$ cat src/rtl/mem_arb_pkg.sv
// Shared types and constants for the IF/MEM unified-memory port arbiter.
// Latency: n/a (declarations only).
// Backpressure: n/a.
package mem_arb_pkg;

  typedef enum logic [1:0] {
    ST_IDLE = 2'd0,
    ST_BUSY = 2'd1,
    ST_RESP = 2'd2
  } state_t;

  localparam logic OWN_IF = 1'b0;
  localparam logic OWN_DM = 1'b1;

  localparam int DEF_MAX_STARVE = 4;
  localparam int DEF_TIMEOUT    = 16;
  localparam int DEF_CW         = 5;

  // Memory is word-addressed on the downstream side; byte offset is dropped.
  function automatic logic [31:0] word_align(input logic [31:0] a);
    return a & 32'hFFFF_FFFC;
  endfunction

endpackage

$ cat src/rtl/mem_port_arbiter_sat_counter.sv
// Saturating up-counter with synchronous clear (clear wins over increment).
// Latency: count updates one cycle after inc/clr.
// Backpressure: none; holds at all-ones instead of wrapping.
module sat_counter #(
  parameter int CW = 5
) (
  input  logic          clk,
  input  logic          rst,
  input  logic          i_inc,
  input  logic          i_clr,
  output logic [CW-1:0] o_cnt
);

  localparam logic [CW-1:0] MAX_VAL = '1;

  logic [CW-1:0] r_cnt;

  // Count register: clear has priority, increment stops at the maximum.
  always_ff @(posedge clk or negedge rst) begin
    if (!rst) begin
      r_cnt <= '0;
    end else if (i_clr) begin
      r_cnt <= '0;
    end else if (i_inc && (r_cnt != MAX_VAL)) begin
      r_cnt <= r_cnt + CW'(1);
    end
  end

  assign o_cnt = r_cnt;

endmodule

$ cat src/rtl/mem_port_arbiter.sv
// Arbitrates IF fetches and MEM loads/stores onto one single-port memory (DM priority, IF anti-starvation).
// Latency: request sampled at edge E, mem_req from E, ready pulse the cycle after mem_ack (min 2 cycles).
// Backpressure: requesters hold req until their one-cycle ready pulse; one access outstanding; hung accesses time out.
module mem_port_arbiter
  import mem_arb_pkg::*;
#(
  parameter int MAX_STARVE = DEF_MAX_STARVE,
  parameter int TIMEOUT    = DEF_TIMEOUT,
  parameter int CW         = DEF_CW
) (
  input  logic        clk,
  input  logic        rst,
  input  logic        if_req,
  input  logic [31:0] if_addr,
  output logic [31:0] if_rdata,
  output logic        if_ready,
  input  logic        dm_req,
  input  logic        dm_we,
  input  logic [31:0] dm_addr,
  input  logic [31:0] dm_wdata,
  output logic [31:0] dm_rdata,
  output logic        dm_ready,
  output logic        mem_req,
  output logic        mem_we,
  output logic [31:0] mem_addr,
  output logic [31:0] mem_wdata,
  input  logic [31:0] mem_rdata,
  input  logic        mem_ack,
  output logic        owner,
  output logic        bus_err
);

  state_t r_state;
  state_t w_state_nxt;

  logic w_grant_dm;
  logic w_grant_if;
  logic w_done_ack;
  logic w_done_to;
  logic w_done;

  logic [CW-1:0] w_starve_cnt;
  logic [CW-1:0] w_to_cnt;
  logic          w_starve_inc;
  logic          w_starve_clr;
  logic          w_to_inc;
  logic          w_to_clr;

  logic        r_mem_req;
  logic        r_mem_we;
  logic [31:0] r_mem_addr;
  logic [31:0] r_mem_wdata;
  logic        r_owner;
  logic        r_if_ready;
  logic        r_dm_ready;
  logic [31:0] r_if_rdata;
  logic [31:0] r_dm_rdata;
  logic        r_bus_err;

  // State register.
  always_ff @(posedge clk or negedge rst) begin
    if (!rst) begin
      r_state <= ST_IDLE;
    end else begin
      r_state <= w_state_nxt;
    end
  end

  // Next state plus grant/completion decode; mem_ack outside BUSY is ignored.
  always_comb begin
    w_state_nxt = r_state;
    w_grant_dm  = 1'b0;
    w_grant_if  = 1'b0;
    w_done_ack  = 1'b0;
    w_done_to   = 1'b0;
    case (r_state)
      ST_IDLE: begin
        // IF is forced through once DM has won MAX_STARVE times in a row over it.
        if (dm_req && !(if_req && (w_starve_cnt == CW'(MAX_STARVE)))) begin
          w_grant_dm  = 1'b1;
          w_state_nxt = ST_BUSY;
        end else if (if_req) begin
          w_grant_if  = 1'b1;
          w_state_nxt = ST_BUSY;
        end
      end
      ST_BUSY: begin
        if (mem_ack) begin
          w_done_ack  = 1'b1;
          w_state_nxt = ST_RESP;
        end else if (w_to_cnt == CW'(TIMEOUT - 1)) begin
          w_done_to   = 1'b1;
          w_state_nxt = ST_RESP;
        end
      end
      ST_RESP: begin
        w_state_nxt = ST_IDLE;
      end
      default: begin
        w_state_nxt = ST_IDLE;
      end
    endcase
  end

  assign w_done = w_done_ack | w_done_to;

  assign w_starve_inc = w_grant_dm & if_req;
  assign w_starve_clr = (w_grant_dm & ~if_req) | w_grant_if;
  assign w_to_clr     = w_grant_dm | w_grant_if;
  assign w_to_inc     = (r_state == ST_BUSY) & ~w_done;

  sat_counter #(.CW(CW)) u_starve_cnt (
    .clk   (clk),
    .rst   (rst),
    .i_inc (w_starve_inc),
    .i_clr (w_starve_clr),
    .o_cnt (w_starve_cnt)
  );

  sat_counter #(.CW(CW)) u_to_cnt (
    .clk   (clk),
    .rst   (rst),
    .i_inc (w_to_inc),
    .i_clr (w_to_clr),
    .o_cnt (w_to_cnt)
  );

  // Downstream request side: latch the winner's access and hold it until completion.
  always_ff @(posedge clk or negedge rst) begin
    if (!rst) begin
      r_mem_req   <= 1'b0;
      r_mem_we    <= 1'b0;
      r_mem_addr  <= '0;
      r_mem_wdata <= '0;
      r_owner     <= OWN_IF;
    end else if (w_grant_dm) begin
      r_mem_req   <= 1'b1;
      r_mem_we    <= dm_we;
      r_mem_addr  <= word_align(dm_addr);
      r_mem_wdata <= dm_wdata;
      r_owner     <= OWN_DM;
    end else if (w_grant_if) begin
      r_mem_req   <= 1'b1;
      r_mem_we    <= 1'b0;
      r_mem_addr  <= word_align(if_addr);
      r_mem_wdata <= '0;
      r_owner     <= OWN_IF;
    end else if (w_done) begin
      r_mem_req   <= 1'b0;
    end
  end

  // Response side: one-cycle ready to the owner; a timed-out access returns zero data.
  always_ff @(posedge clk or negedge rst) begin
    if (!rst) begin
      r_if_ready <= 1'b0;
      r_dm_ready <= 1'b0;
      r_if_rdata <= '0;
      r_dm_rdata <= '0;
    end else begin
      r_if_ready <= 1'b0;
      r_dm_ready <= 1'b0;
      if (w_done) begin
        if (r_owner == OWN_DM) begin
          r_dm_ready <= 1'b1;
          r_dm_rdata <= w_done_ack ? mem_rdata : 32'h0;
        end else begin
          r_if_ready <= 1'b1;
          r_if_rdata <= w_done_ack ? mem_rdata : 32'h0;
        end
      end
    end
  end

  // Sticky error flag: only reset clears a recorded timeout.
  always_ff @(posedge clk or negedge rst) begin
    if (!rst) begin
      r_bus_err <= 1'b0;
    end else if (w_done_to) begin
      r_bus_err <= 1'b1;
    end
  end

  assign mem_req   = r_mem_req;
  assign mem_we    = r_mem_we;
  assign mem_addr  = r_mem_addr;
  assign mem_wdata = r_mem_wdata;
  assign owner     = r_owner;
  assign if_ready  = r_if_ready;
  assign dm_ready  = r_dm_ready;
  assign if_rdata  = r_if_rdata;
  assign dm_rdata  = r_dm_rdata;
  assign bus_err   = r_bus_err;

endmodule

$ cat config.mk
export PLATFORM = sky130hd
export DESIGN_NAME = mem_port_arbiter
export DESIGN_NICKNAME = d
export VERILOG_FILES = /design/src/rtl/mem_arb_pkg.sv /design/src/rtl/mem_port_arbiter_sat_counter.sv /design/src/rtl/mem_port_arbiter.sv
export SDC_FILE = /design/constraint.sdc
export NUM_CORES = 1
export LEC_CHECK = 0
export ABC_AREA = 1
export BUFFER_PORTS_ARGS = -buffer_cell sky130_fd_sc_hd__buf_4
export CAP_MARGIN = 20
export CORE_UTILIZATION = 44
export CTS_CLUSTER_SIZE = 8
export DETAILED_ROUTE_END_ITERATION = 10
export GPL_TIMING_DRIVEN = 1
export HOLD_SLACK_MARGIN = 0.1
export PLACE_DENSITY_LB_ADDON = 0.15
export SYNTH_ARGS = -nofsm -noshare
export SYNTH_HDL_FRONTEND = slang
export SYNTH_HIERARCHICAL = 1
export SYNTH_SLANG_ARGS = --single-unit
$ cat constraint.sdc
create_clock -name clk -period 1.91 [get_ports clk]
set_clock_uncertainty 0.2 [all_clocks]
set_input_delay 0 -clock clk [delete_from_list [all_inputs] [get_ports clk]]
set_output_delay 0 -clock clk [all_outputs]
set_load 0.01 [all_outputs]
### Word-level counts from Yosys, hierarchy flattened

Index checks and enable logic that the tools add are counted.

* register bits after elaboration: 146
* input bits: 134
* output and inout port bits: 134
* logic and storage cells: 78

* add/subtract/negate cells: 2
* eq/ne operators: 7
* mux-type cells: 34
* bitwise gates (word level): 9
* reduce and logical (&&, ||, !) cells: 13

Operator list (count)
* 32-bit 2-to-1 mux: 5
* 1-bit 2-to-1 mux: 20
* 5-bit 2-to-1 mux: 4
* 5-bit by 1-bit adder with 5-bit output (second input constant): 2
* 5-bit inequality test (second input constant): 2
* 2-bit 2-to-1 mux: 4
* 3-bit inequality test (second input constant): 2
* 2-bit AND reduction: 3
* 2-bit nonzero test: 3
* 5-bit by 3-bit == test with 1-bit output (second input constant): 1
* 5-bit by 4-bit == test with 1-bit output (second input constant): 1
* 1-bit logical AND: 4
* 2-bit one-hot mux with 2 select lines: 1
* 1-bit AND: 3
* 1-bit inverter: 3
* 1-bit bitwise OR: 3
* 3-bit nonzero test: 1
* 2-bit by 1-bit == test with 1-bit output (second input constant): 1
* 2-bit logical NOT: 1
* 1-bit logical NOT: 1

### Longest topological paths before layout

* depth in word-level cells: 10
* gate-level depth with buffers: 14
* gate-level depth less buffers: 13

### Modules after synthesis

The synthesis kept the hierarchy.

By module, submodules not included
* mem_port_arbiter: times used 1, cells each 755, area each 5865.6 um^2, sequential area each 3353.2 um^2
* sat_counter: times used 2, cells each 35, area each 266.5 um^2, sequential area each 125.1 um^2

### Least setup slack after synthesis

OpenSTA, ideal clock, no wires.

* path kind: reg2reg
* from: register r_state[1]
* to: register u_starve_cnt.r_cnt[3] (netlist: u_starve_cnt/o_cnt[3])
* library setup time: 0.117 ns
* arrival time: 1.476 ns
* required time: 1.593 ns
* slack: 0.118 ns
* cell stages (with the launch flop): 12
* path buffers: 1
* clock period less this slack: 1.792 ns
* path through: dfrtp_1 > nor2_2 > nand3_2 > inv_2 > buf_2 > nand2_1 > inv_1 > nand3_1 > nor2_1 > nand2_1 > nand2_1 > nor2_1

* word-level cells in the longest chain between the ends: 5
* elaborated cells between the ends (all ways): 9
* classes of those cells: 3 x mux; 3 x bitwise; 3 x reduce/logical

Ends and longest elaborated chain
* start: declaration: line mem_port_arbiter.sv:33 `state_t r_state;`
* start signal: assignment: line mem_port_arbiter.sv:65 `r_state <= w_state_nxt;`
* 2-bit logical NOT: line mem_port_arbiter.sv:76 `case (r_state)`
* 1-bit 2-to-1 mux: line mem_port_arbiter.sv:76
* 1-bit AND: line mem_port_arbiter.sv:107 `assign w_starve_inc = w_grant_dm & if_req;`
* named net w_starve_inc: line mem_port_arbiter.sv:44 `logic w_starve_inc;`
* 1-bit logical AND: line mem_port_arbiter_sat_counter.sv:24 `end else if (i_inc && (r_cnt != MAX_VAL)) begin`
* 2-bit nonzero test (no line)
* end signal: assignment: line mem_port_arbiter_sat_counter.sv:25 `r_cnt <= r_cnt + CW'(1);`
* end: declaration: line mem_port_arbiter_sat_counter.sv:16 `logic [CW-1:0] r_cnt;`

The timed path passes the listed nets, and every way through them passes these cells.
A chain may end at the register's enable or synchronous reset.

### Final worst setup path

* from: register r_state[1]
* to: register r_mem_addr[15] (netlist: mem_addr[15])

* word-level cells in the longest chain between the ends: 3
* elaborated cells between the ends (all ways): 5
* classes of those cells: 3 x mux; 2 x reduce/logical

Ends and longest elaborated chain
* 2-bit logical NOT *: line mem_port_arbiter.sv:76
* 1-bit 2-to-1 mux: line mem_port_arbiter.sv:76
* 32-bit 2-to-1 mux or 2-bit nonzero test (tied branches)
* end signal: assignment: line mem_port_arbiter.sv:139 `r_mem_addr <= word_align(dm_addr);`
* end signal: assignment: line mem_port_arbiter.sv:145 `r_mem_addr <= word_align(if_addr);`
* end: declaration: line mem_port_arbiter.sv:51 `logic [31:0] r_mem_addr;`

Every way passes the cells marked *; elsewhere a longest branch is shown, timed or not.

==> flow_summary.yaml <==
sta:
  rsz0062_at_grt: "false"
  relSlewSlack: 0.648
  fin_crit_sh: 0.927
  drv_slew: 0
  finalSetupTns_ns: 0
  worst_slew_pin_slew_ns: 0.529
  min_period_ns: 1.77
  fmax_mhz: 565
  finalSetupViolations: 0
  final_hold_viol_count: 0
synthesis:
  synthTopCellsByCount: "nand2_1 (376), dfrtp_1 (144), nor2_1 (86)"
  yosys.area.top_type: "dfrtp_1"
  synth_flop_cell: "dfrtp_1"
  netlist_area_sq_um: 6400
  synthTopCellsByArea: "dfrtp_1 (56%), nand2_1 (22%), nor2_1 (5.0%)"
  muxShareOfSynthArea: 0
  async_flop_share: 1.00
  synth_top_family_by_area: "simple AND/OR/NAND/NOR gates"
  ys_ff_latch: 144
  synth-compound-area-share: 0.0266
  synth-seq-area-share: 0.563
  netlist_instances: 825
  synth_enable_flop_cells: 0
  synth.most_common_cell: "nand2_1"
  yosysWarnings: 6
  ys_types: 21
  synth_top_area_frac: 0.563
  synth-xor-area-share: 0
  synth_fa_ha_area_frac: 0.00782
  syn_avg_cell_area_sq_um: 7.76
  synth-simple-area-share: 0.323
worst_setup_path:
  cp.arrival_ns: 1.87
  crit_type: "flop to flop"
  endpoint_kind: "flop"
  cp_num_buf_inv: 2
  critPathMaxStageDelay_ns: 0.40
  required_ns: 2.01
  critPathMaxFanout: 21
  crit_family: "simple AND/OR/NAND/NOR gates"
  startpoint_type: "flop"
  cp_cell_sequence: "nor2_2 -> inv_1 -> nor2_2 -> buf_12 -> nand2_1 -> nand2_1 -> a21oi_1"
  crit_slowest_cell: "dfrtp_1"
final_layout:
  final_cells: 1412
  fin_area_sq_um: 10600
  area_growth_pct: 65.4
  nNetsFinal: 1357
  drive_gt1_frac: 0.274
  insertedDiodeCount: 0
global_routing:
  grt_overflow: 0
  grt_pass1_vias: 6853
  grt_pass1_wl_um: 33100
  antenna_found_initial: 0
  track_usage: 0.285
  grt_max_degree: 57
clock_tree:
  insertion_delay_ns: 0.41
  cts_setup_buffers: 0
  clockBufferDepth: 2
  cts_buffers: 17
  numClockSinks: 144
  path_clk_slew_ns: 0.06
  htreeDepth: 4
  cts_tree: "built"
  cts_root_buffer: "clkbuf_16"
drt:
  wl_um: 20800
  viasPerCell: 4.84
  drc_errors: 0
  first_pass_iters: 5
  ant_nets: 0
  wl_per_cell_um: 14.8
  vias: 6830
  first_iter_violations: 514
floorplan:
  die_w_um: 123
  die_h_um: 123
  io_pins: 268
  design.die.area_sq_um: 15000
  core_area_sq_um: 14000
  rows: 43
  start_util: 0.456
placed_design:
  port_buffers: 261
  place.gp.congestion: 0.789
  place_area_sq_um: 8600
  place_hpwl_um: 12200
  dpl.cell_count: 1246
job:
  drv_cap: 0
power_and_ir_drop:
  total_power_uw: 15500
  power_density_nw_per_um2: 1460
  ir_worst_vdd_uv: 781
  p_leak_uw: 0.00591
status:
  status: "finished clean"
worst_hold_path:
  hp-class: "input port to flop"
==> registers in the layout, summed over array words and instances (netlist names) <==
signal,flops
r_state,2
owner,1
u_to_cnt/o_cnt,5
dm_ready,1
u_starve_cnt/o_cnt,5
if_rdata,32
mem_req,1
mem_wdata,32
mem_addr,30
if_ready,1
dm_rdata,32
mem_we,1
bus_err,1
==> layout by cell type, fill, tap and decap left out, types with 3 or more instances in the layout <==
| cell | netlist | routed |
|---|---|---|
| buf_4 | 2 | 279 |
| dfrtp_1 | 144 | 144 |
| clkinvlp_4 | 0 | 3 |
| nand2_2 | 8 | 8 |
| inv_2 | 11 | 11 |
| clkbuf_16 | 0 | 17 |
| nand3_1 | 13 | 12 |
| clkinv_2 | 0 | 3 |
| nand2_1 | 376 | 376 |
| buf_12 | 0 | 3 |
| ha_1 | 4 | 4 |
| o21ai_0 | 3 | 3 |
| bufinv_16 | 0 | 4 |
| dlygate4sd3_1 | 0 | 134 |
| inv_1 | 71 | 71 |
| nand4_1 | 30 | 30 |
| a21oi_1 | 30 | 30 |
| nor2_1 | 86 | 85 |
==> path summary, 6_finish.rpt <==
| check | from | end | slack (ns) | depth (start not counted) |
|---|---|---|---|---|
| worst min register to register | if_rdata[2]$_DFFE_PN0P_ | if_rdata[2]$_DFFE_PN0P_ | 0.27 | 2 |
| min in group asynchronous | rst | if_rdata[27]$_DFFE_PN0P_ | 0.44 | 3 |
| worst max-delay path | r_state[1]$_DFFE_PN0P_ | mem_addr[15]$_DFFE_PN0P_ | 0.14 | 7 |
| worst min-delay path | dm_wdata[18] | mem_wdata[18]$_DFFE_PN0P_ | 0.12 | 4 |
| worst max register to register | r_state[1]$_DFFE_PN0P_ | mem_addr[15]$_DFFE_PN0P_ | 0.14 | 7 |
| max in group asynchronous | rst | dm_rdata[20]$_DFFE_PN0P_ | 0.44 | 4 |
==> metrics by stage <==
step | util | hold WS (ns) | worst slack, ns
after floorplan | - | -0.496 | 0.118
after global placement | 0.612 | -0.201 | 0.187
after detailed placement | 0.612 | -0.204 | 0.192
after CTS | 0.753 | 0.100 | 0.176
after global routing | 0.754 | 0.129 | 0.0122
final | 0.754 | 0.125 | 0.139
==> metal layers <==
layer | share of wire | track usage
met1 | 0.40 | 0.344
met2 | 0.49 | 0.475
met3 | 0.082 | 0.0734
met4 | 0.028 | 0.134
met5 | 0 | 0
==> worst reg2reg max path, cell delays in order (launching register included) <==
cell	delay (ns)
dfrtp_1	0.40
nor2_2	0.29
inv_1	0.12
nor2_2	0.18
buf_12	0.19
nand2_1	0.08
nand2_1	0.13
a21oi_1	0.09
==> timing repair <==
action                                  in CTS  in global routing
hold buffers                               134                  0
endpoints found under the setup margin       0                  3
resized for setup                            0                  1
hold endpoints to repair                   287                  0
==> area by class of cell <==
class                   count  area, sq um
multi-input cells         557         2300
inverters                  82          308
well taps                 180          225
repair buffers            417         3510
flip-flops and latches    144         3600
clock buffers              19          453
clock inverters            13          184
fillers                   943         3460
==> power breakdown <==
group | switching (uW) | internal (uW) | leakage [uW]
Sequential | 819 | 4450 | 0.00180
Clock | 1290 | 2260 | 0.000305
Combinational | 3680 | 2980 | 0.00380
==> kinds of logic (layout without fill, tap and decap cells) <==
family	after synthesis	count (layout)
buffers and inverters	125	531
AO/OA/AOI/OAI	34	34
adder cells (fa/ha/maj)	4	4
flip-flops	144	144
other	1	2
AND/OR/NAND/NOR	517	517
(Power assumes the default switching activity.)
